==> config.mk <==
export PLATFORM = sky130hd
export DESIGN_NAME = seq_detect_param
export DESIGN_NICKNAME = d
export VERILOG_FILES = /design/src/rtl/seq_det_pkg.sv /design/src/rtl/sat_counter.sv /design/src/rtl/seq_detect_param.sv
export SDC_FILE = /design/constraint.sdc
export NUM_CORES = 1
export LEC_CHECK = 0
export BUFFER_PORTS_ARGS = -buffer_cell sky130_fd_sc_hd__buf_4
export CELL_PAD_IN_SITES_DETAIL_PLACEMENT = 2
export CELL_PAD_IN_SITES_GLOBAL_PLACEMENT = 2
export CORE_ASPECT_RATIO = 1.5
export CORE_MARGIN = 2
export CORE_UTILIZATION = 30
export CTS_CLUSTER_DIAMETER = 60
export CTS_CLUSTER_SIZE = 24
export DETAILED_ROUTE_END_ITERATION = 6
export HOLD_SLACK_MARGIN = 0.05
export PLACE_DENSITY = 0.82
export SLEW_MARGIN = 20
export SYNTH_ARGS = -nofsm -noshare
export SYNTH_HDL_FRONTEND = slang
export SYNTH_SLANG_ARGS = --single-unit
==> constraint.sdc <==
create_clock -name clk -period 2.81 [get_ports clk]
set_clock_uncertainty 0.05 [all_clocks]
set_input_delay 0.1405 -clock clk [delete_from_list [all_inputs] [get_ports clk]]
set_output_delay 0.1405 -clock clk [all_outputs]
set_load 0.02 [all_outputs]
==> src/rtl/seq_det_pkg.sv <==
// Shared constants and helpers for the parametrised serial sequence detector.
// The length clamp lives here so the detector and its bench agree on it.
package seq_det_pkg;

  localparam int         DEF_MAX_LEN = 8;
  localparam logic [7:0] DEF_PAT     = 8'b0000_1100;
  localparam int         DEF_LEN     = 4;

  function automatic int len_w(input int max_len);
    return $clog2(max_len + 1);
  endfunction

  // Out-of-range lengths are folded into 1..max_len instead of being rejected.
  function automatic int clamp_len(input int raw, input int max_len);
    if (raw < 1) return 1;
    if (raw > max_len) return max_len;
    return raw;
  endfunction

endpackage

==> src/rtl/sat_counter.sv <==
// Saturating up-counter. A clear and an increment in the same cycle
// leave the count at 1, because the clear is applied first.
module sat_counter #(
  parameter int W = 8
) (
  input  logic         clk,
  input  logic         rst,
  input  logic         clr,
  input  logic         inc,
  output logic [W-1:0] cnt,
  output logic         sat
);

  logic [W-1:0] base;
  logic [W-1:0] cnt_n;

  always_comb begin
    base  = clr ? '0 : cnt;
    cnt_n = base;
    if (inc && (base != '1)) cnt_n = base + 1'b1;
  end

  always_ff @(posedge clk) begin
    if (rst) begin
      cnt <= '0;
      sat <= 1'b0;
    end else begin
      cnt <= cnt_n;
      sat <= (cnt_n == '1);
    end
  end

endmodule

==> src/rtl/seq_detect_param.sv <==
// Moore serial sequence detector with a runtime-programmable pattern of
// 1..MAX_LEN bits, optional overlap, and a saturating match counter.
module seq_detect_param
  import seq_det_pkg::len_w;
  import seq_det_pkg::clamp_len;
#(
  parameter int                 MAX_LEN = 8,
  parameter int                 CNT_W   = 8,
  parameter logic [MAX_LEN-1:0] DEF_PAT = MAX_LEN'(seq_det_pkg::DEF_PAT),
  parameter int                 DEF_LEN = seq_det_pkg::DEF_LEN
) (
  input  logic                      clk,
  input  logic                      rst,
  input  logic                      in,
  input  logic                      en,
  input  logic                      cfg_load,
  input  logic [MAX_LEN-1:0]        cfg_pattern,
  input  logic [len_w(MAX_LEN)-1:0] cfg_len,
  input  logic                      cfg_overlap,
  input  logic                      cnt_clr,
  output logic                      out,
  output logic [CNT_W-1:0]          match_cnt,
  output logic                      cnt_sat
);

  localparam int               LEN_W   = len_w(MAX_LEN);
  localparam logic [LEN_W-1:0] LEN_MAX = LEN_W'(MAX_LEN);
  localparam logic [LEN_W-1:0] LEN_RST = LEN_W'(clamp_len(DEF_LEN, MAX_LEN));

  logic [MAX_LEN-1:0] hist;
  logic [MAX_LEN-1:0] hist_n;
  logic [MAX_LEN-1:0] pat;
  logic [MAX_LEN-1:0] mask;
  logic [LEN_W-1:0]   fill;
  logic [LEN_W-1:0]   fill_n;
  logic [LEN_W-1:0]   len;
  logic               ovl;
  logic               out_q;
  logic               match;

  // Only the low len bits of history and pattern take part in the compare.
  always_comb begin
    hist_n = {hist[MAX_LEN-2:0], in};
    fill_n = (fill == LEN_MAX) ? fill : fill + 1'b1;
    mask   = '0;
    for (int i = 0; i < MAX_LEN; i++) mask[i] = (i < int'(len));
    match  = en && !cfg_load && (fill_n >= len) &&
             ((hist_n & mask) == (pat & mask));
  end

  always_ff @(posedge clk) begin
    if (rst) begin
      hist  <= '0;
      fill  <= '0;
      pat   <= DEF_PAT;
      len   <= LEN_RST;
      ovl   <= 1'b0;
      out_q <= 1'b0;
    end else if (cfg_load) begin
      pat   <= cfg_pattern;
      len   <= LEN_W'(clamp_len(int'(cfg_len), MAX_LEN));
      ovl   <= cfg_overlap;
      hist  <= '0;
      fill  <= '0;
      out_q <= 1'b0;
    end else if (en) begin
      hist  <= hist_n;
      // Without overlap, a match consumes its bits; the next one needs len fresh samples.
      fill  <= (match && !ovl) ? '0 : fill_n;
      out_q <= match;
    end else begin
      out_q <= 1'b0;
    end
  end

  assign out = out_q;

  sat_counter #(.W(CNT_W)) u_cnt (
    .clk (clk),
    .rst (rst),
    .clr (cnt_clr),
    .inc (match),
    .cnt (match_cnt),
    .sat (cnt_sat)
  );

endmodule

; Word level (Yosys, flattened, before mapping)
; Index checks and enable logic that the tools add are counted.
[classes]
n_reduce_logical = 9
n_bitwise = 3
n_lt_le_gt_ge = 11
n_eq_ne = 4
shifts = 0
mul = 0
div = 0
muxes = 15
n_addsub = 2
[op_table]
columns = cell, count
row1 = 2-to-1 mux 4 bit, 5
row2 = AND 8 bit, 2
row3 = "< comparator 3 x 4 -> 1 bit, first input constant", 4
row4 = 2-to-1 mux 8 bit, 2
row5 = "adder 8 x 1 -> 8 bit, second input constant", 1
row6 = == test 8 bit, 1
row7 = "== test 8 bit, second input constant", 1
row8 = "< comparator 1 x 4 -> 1 bit, first input constant", 2
row9 = "< comparator 2 x 4 -> 1 bit, first input constant", 2
row10 = 2-to-1 mux 1 bit, 8
row11 = "!= test 8 bit, second input constant", 1
row12 = logical AND 1 bit, 5
row13 = "adder 4 x 1 -> 4 bit, second input constant", 1
row14 = "== test 4 bit, second input constant", 1
row15 = greater-or-equal comparator 4 bit, 1
row16 = "> comparator 4 bit, second input constant", 1
row17 = "< comparator 4 x 1 -> 1 bit, second input constant", 1
row18 = OR reduction 3 bit, 1
row19 = zero test 1 bit, 2
row20 = OR reduction 2 bit, 1
row21 = NOT 1 bit, 1
[totals]
output_inout_bits = 10
latch_bits = 0
mem_count = 0
romBits = 0
reg_bits = 34
in_bits = 19
ram_bits = 0
elab_cells = 52

; Longest topological paths before layout
[depth]
word_depth = 9
ltp_mapped = 13
ltp_nobuf = 12

; Hierarchy
; Synthesis repeated with hierarchy kept, for this count alone.
[hier_totals]
hier_cells = 197
area_unflattened_um2 = 1839.3
[modules_own_cells]
columns = mod, area_each_um2, cells_per_inst, seq_area_each_um2, n_inst
row1 = seq_detect_param, 1328.8, 140, 500.5, 1
row2 = sat_counter, 510.5, 57, 180.2, 1

; Least setup slack after synthesis
; OpenSTA, ideal clock, no wires.
[synth_timing]
path_type = register to register
startpoint = register fill[0]
endpoint = register u_cnt.sat
setup_ns = 0.129
t_arrival_ns = 2.597
stages_incl_launch_ff = 14
synth_period_minus_slack_ns = 2.776
setup_slack_ns = 0.034
n_path_buf = 1
t_required_ns = 2.631
path_cell_list = dfxtp_1 -> inv_1 -> ha_1 -> and3b_1 -> xnor2_1 -> ha_1 -> nand2b_1 -> a2111oi_0 -> nor4b_1 -> and4_1 -> buf_2 -> nand2_1 -> a311oi_1 -> nor4_2
[synth_via]
elab_chain_len = 8
elab_cells_between_ends = 9
classes_between = 1 x add/sub / 1 x order compare / 2 x eq/ne / 2 x mux / 3 x reduce/logical
[synth_rtl]
columns = element, line_no
row1 = start: declaration, seq_detect_param.sv:34  ; logic [LEN_W-1:0] fill;
row2 = start signal: assignment, seq_detect_param.sv:69  ; fill <= (match && !ovl) ? '0 : fill_n;
row3 = adder 4 x 1 -> 4 bit or == test 4 bit (tied branches), seq_detect_param.sv:44  ; fill_n = (fill == LEN_MAX) ? fill : fill + 1'b1;
row4 = 2-to-1 mux 4 bit *, seq_detect_param.sv:44
row5 = greater-or-equal comparator 4 bit *, seq_detect_param.sv:47  ; match = en && !cfg_load && (fill_n >= len) &&
row6 = logical AND 1 bit * (2 in a row), seq_detect_param.sv:47
row7 = logical AND 1 bit *, sat_counter.sv:20  ; if (inc && (base != '1)) cnt_n = base + 1'b1;
row8 = 2-to-1 mux 8 bit *, sat_counter.sv:20
row9 = == test 8 bit *, sat_counter.sv:29  ; sat <= (cnt_n == '1);
row10 = end signal: assignment, sat_counter.sv:29
row11 = end: declaration, sat_counter.sv:11  ; output logic sat
; Every way passes the cells marked *; elsewhere a longest branch is shown, timed or not.
; A chain may end at the register's enable or synchronous reset.

; Worst setup path in the final report
; Ends and elaborated chain as after synthesis.

==> impl_metrics.tcl <==
set metrics [dict create \
    status "complete, no violations" \
    wirelength_mm 6.106 \
    pin_count 29 \
    switching_share_pct 24.72 \
    critical-path-top-delay-family "simple AND/OR/NAND/NOR gates" \
    async_flop_share_pct 0 \
    fin_nets 287 \
    netlist.area_leader.share_pct 36.44 \
    worstPathMaxFanout 8 \
    rsz0062_at_grt "yes" \
    crit_slowest_cell "and4_4" \
    synth_top_area_cell "dfxtp_1" \
    grt_pass1_vias 1997 \
    grt_pass1_wl_mm 9.556 \
    multi_input_area_um2 1285 \
    die-height_um 100.6 \
    via_count 1782 \
    dp_hpwl_mm 4.201 \
    cp-end-kind "flip-flop" \
    nFillCells 661 \
    netlist_area_um2 1868 \
    core_um2 6087 \
    seq_area_um2 683.2 \
    syn_nets 242 \
    setup_viol 0 \
    path_clk_slew_ns 0.07 \
    cts_tree "done" \
    cts_buffers 5 \
    whs_endpoint "pat[7]" \
    cts-htree-levels 2 \
    rows 35 \
    synth_most_common_cell "dfxtp_1" \
    ys_top_cells_by_area "dfxtp_1 36%, mux2i_1 8.6%, xnor2_1 7.0%" \
    cts-root-buf "clkbuf_8" \
    drc 0 \
    pre_cts_ws_ns -0.1899 \
    timing.fmax_ghz 0.3573 \
    finalHoldViolCount 0 \
    start_util_pct 30.69 \
    cp_cell_sequence "inv_2 > ha_2 > and3b_2 > xnor2_2 > ha_1 > nand2b_4 > a2111oi_4 > nor4b_4 > and4_4 > nand2_4 > a311oi_2 > nor4_2" \
    antenna_cells 0 \
    ant_nets 0 \
    max_cap_viol_count 0 \
    netlist_top_cells_count "34 x dfxtp_1, 33 x nor2_1, 16 x mux2i_1" \
    clk_latency_ns 0.29 \
    setup_slack_ns 0.01095 \
    ys.flop_type "dfxtp_1" \
    synth_cell_type_count 44 \
    synthCells 216 \
    r2r_end "u_cnt.sat" \
    crit_buf_inv 1 \
    first_iter_violations 40 \
    combPwrFrac_pct 13.3 \
    drv_slew 0 \
    ys_ff_latch 34 \
    wl_per_cell_um 18.17 \
    reg2reg_slack_ns 0.01 \
    synth_edf_count 0 \
    fin_crit_sh_pct 99.61 \
    fin_setup_tns_ns 0 \
    irDropWorstVdd_uv 227.6 \
    cp.required_ns 2.93 \
    port_buffers 28 \
    relSlewSlack_pct 66.95 \
    fin_hold_ws_ns 0.06077 \
    hp-class "primary input to flip-flop" \
    worst_slew_pin_slew_ns 0.4916 \
    first_pass_iters 4 \
    cp.arrival_ns 2.92 \
    gp_routability_congestion 0.7957 \
    crit-reg2reg-launch "fill[0]" \
    vias_per_cell 5.304 \
    overflow 0 \
    clock-sinks 34 \
    seqPwrFrac_pct 45.8 \
    hold_depth 3 \
    antenna_found_initial 0 \
    yosysSeqAreaShare_pct 36.44 \
    die_w_um 68.43 \
    post_route_cells_drive_above_1_share_pct 31.68 \
    grt.total_usage_pct 19.23 \
    power.switching_mw 0.2726 \
    p_clk_share_pct 40.9 \
    p_per_area_nw_per_um2 423.2 \
    synth.avg_cell_area_um2 8.648 \
    max_stage_delay_ns 0.38 \
    power_mw 1.103 \
    critPathLaunchType "flip-flop" \
    reg2regPathDepth 12 \
    clock_path_buffers 2 \
    grt_start_max_net_pins 26 \
    hp-start "cfg_pattern[7]" \
    p_leak_nw 1.024 \
    yosysWarnings 0 \
    intPower_mw 0.8299 \
    min_period_ns 2.799 \
    die_area_um2 6887 \
    critPathKind "flip-flop to flip-flop" \
    area_growth_pct 39.45 \
]
[worst reg2reg max path, cell delays in order (launching register included)]
cell and delay [ns]:
dfxtp_2 0.35, inv_2 0.04, ha_2 0.17, and3b_2 0.23, xnor2_2 0.14, ha_1 0.28, nand2b_4 0.13, a2111oi_4 0.08
nor4b_4 0.35, and4_4 0.38, nand2_4 0.08, a311oi_2 0.33, nor4_2 0.09
[layer usage]
layer	vias up	track usage, %	share of wire [%]
li1	844	-	-
met1	890	19.58	37
met2	35	35.65	57
met3	13	2.793	2.4
met4	0	10.46	3.0
met5	-	0	0
[logic make-up (layout without fill, tap and decap cells)]
family | after synthesis | count (layout) | share of synthesized area (%)
compound gates | 29 | 29 | 9.913
buf+inv | 20 | 66 | 4.621
xor+xnor | 17 | 17 | 7.971
flops | 34 | 34 | 36.44
simple gates | 93 | 93 | 27.80
mux | 16 | 16 | 8.573
fa+ha+maj | 7 | 7 | 4.688
[power groups by stage]
stage | clock [mW] | combinational [mW] | sequential [mW]
2_1_floorplan | 0 | 0.0719 | 0.514
3_3_place_gp | 0 | 0.115 | 0.515
3_5_place_dp | 0 | 0.118 | 0.516
4_1_cts | 0.466 | 0.140 | 0.505
5_1_grt | 0.489 | 0.162 | 0.506
6_report | 0.451 | 0.146 | 0.505
[cell usage in the layout, fill, tap and decap left out, types with 3 or more instances in the layout]
cell | synthesis | routed
a21oi_1 | 9 | 9
buf_4 | 0 | 37
buf_6 | 1 | 3
clkbuf_8 | 0 | 5
dfxtp_1 | 34 | 32
dlygate4sd3_1 | 0 | 9
ha_1 | 7 | 4
inv_1 | 8 | 7
mux2i_1 | 16 | 16
nand2_1 | 7 | 6
nand2b_1 | 7 | 5
nand3_1 | 8 | 7
nor2_1 | 33 | 31
nor2b_1 | 6 | 6
nor3_1 | 9 | 5
nor3_2 | 0 | 4
o21ai_0 | 3 | 3
xnor2_1 | 15 | 12
xnor2_2 | 0 | 3
[area by class of cell]
class / count / area share (%)
Tap cell: 74 / 3.554
Timing Repair Buffer: 49 / 15.42
Multi-Input combinational cell: 162 / 49.33
Sequential cell: 34 / 26.22
Clock inverter: 3 / 1.537
Inverter: 9 / 1.297
Clock buffer: 5 / 2.642
[what timing repair did]
| action | CTS | global route |
|---|---|---|
| buffers inserted | 0 | 2 |
| hold buffers | 9 | 0 |
| endpoints found under the setup margin | 13 | 13 |
| gates cloned | 0 | 0 |
| pin swaps | 2 | 6 |
| gates resized for setup | 20 | 21 |
| hold endpoints to repair | 9 | 0 |
[how the worst max path moves through the flow]
stage,from,to,slack (ns),cells after the start
CTS,fill[0],u_cnt.sat,0.004,13
global route,fill[0],u_cnt.sat,-0.12,12
finish,fill[0],u_cnt.sat,0.01,12
floorplan,fill[0],u_cnt.sat,0.03,13
detailed placement,fill[0],u_cnt.sat,-0.19,13
global placement,fill[0],u_cnt.sat,-0.09,13
[per-stage QoR]
stage               cell area [um2]  util, %  instances
floorplan                      1868        -        216
global placement               2201    36.16        318
detailed placement             2201    36.16        318
CTS                            2505    41.15        335
global route                   2605    42.80        336
finish                         2605    42.80        336
[flip-flops by register name, indices dropped and copies added (netlist names)]
register / cells
pat: 8
out: 1
u_cnt.sat: 1
ovl: 1
fill: 4
hist: 7
len: 4
u_cnt.cnt: 8
(Power assumes the default switching activity.)
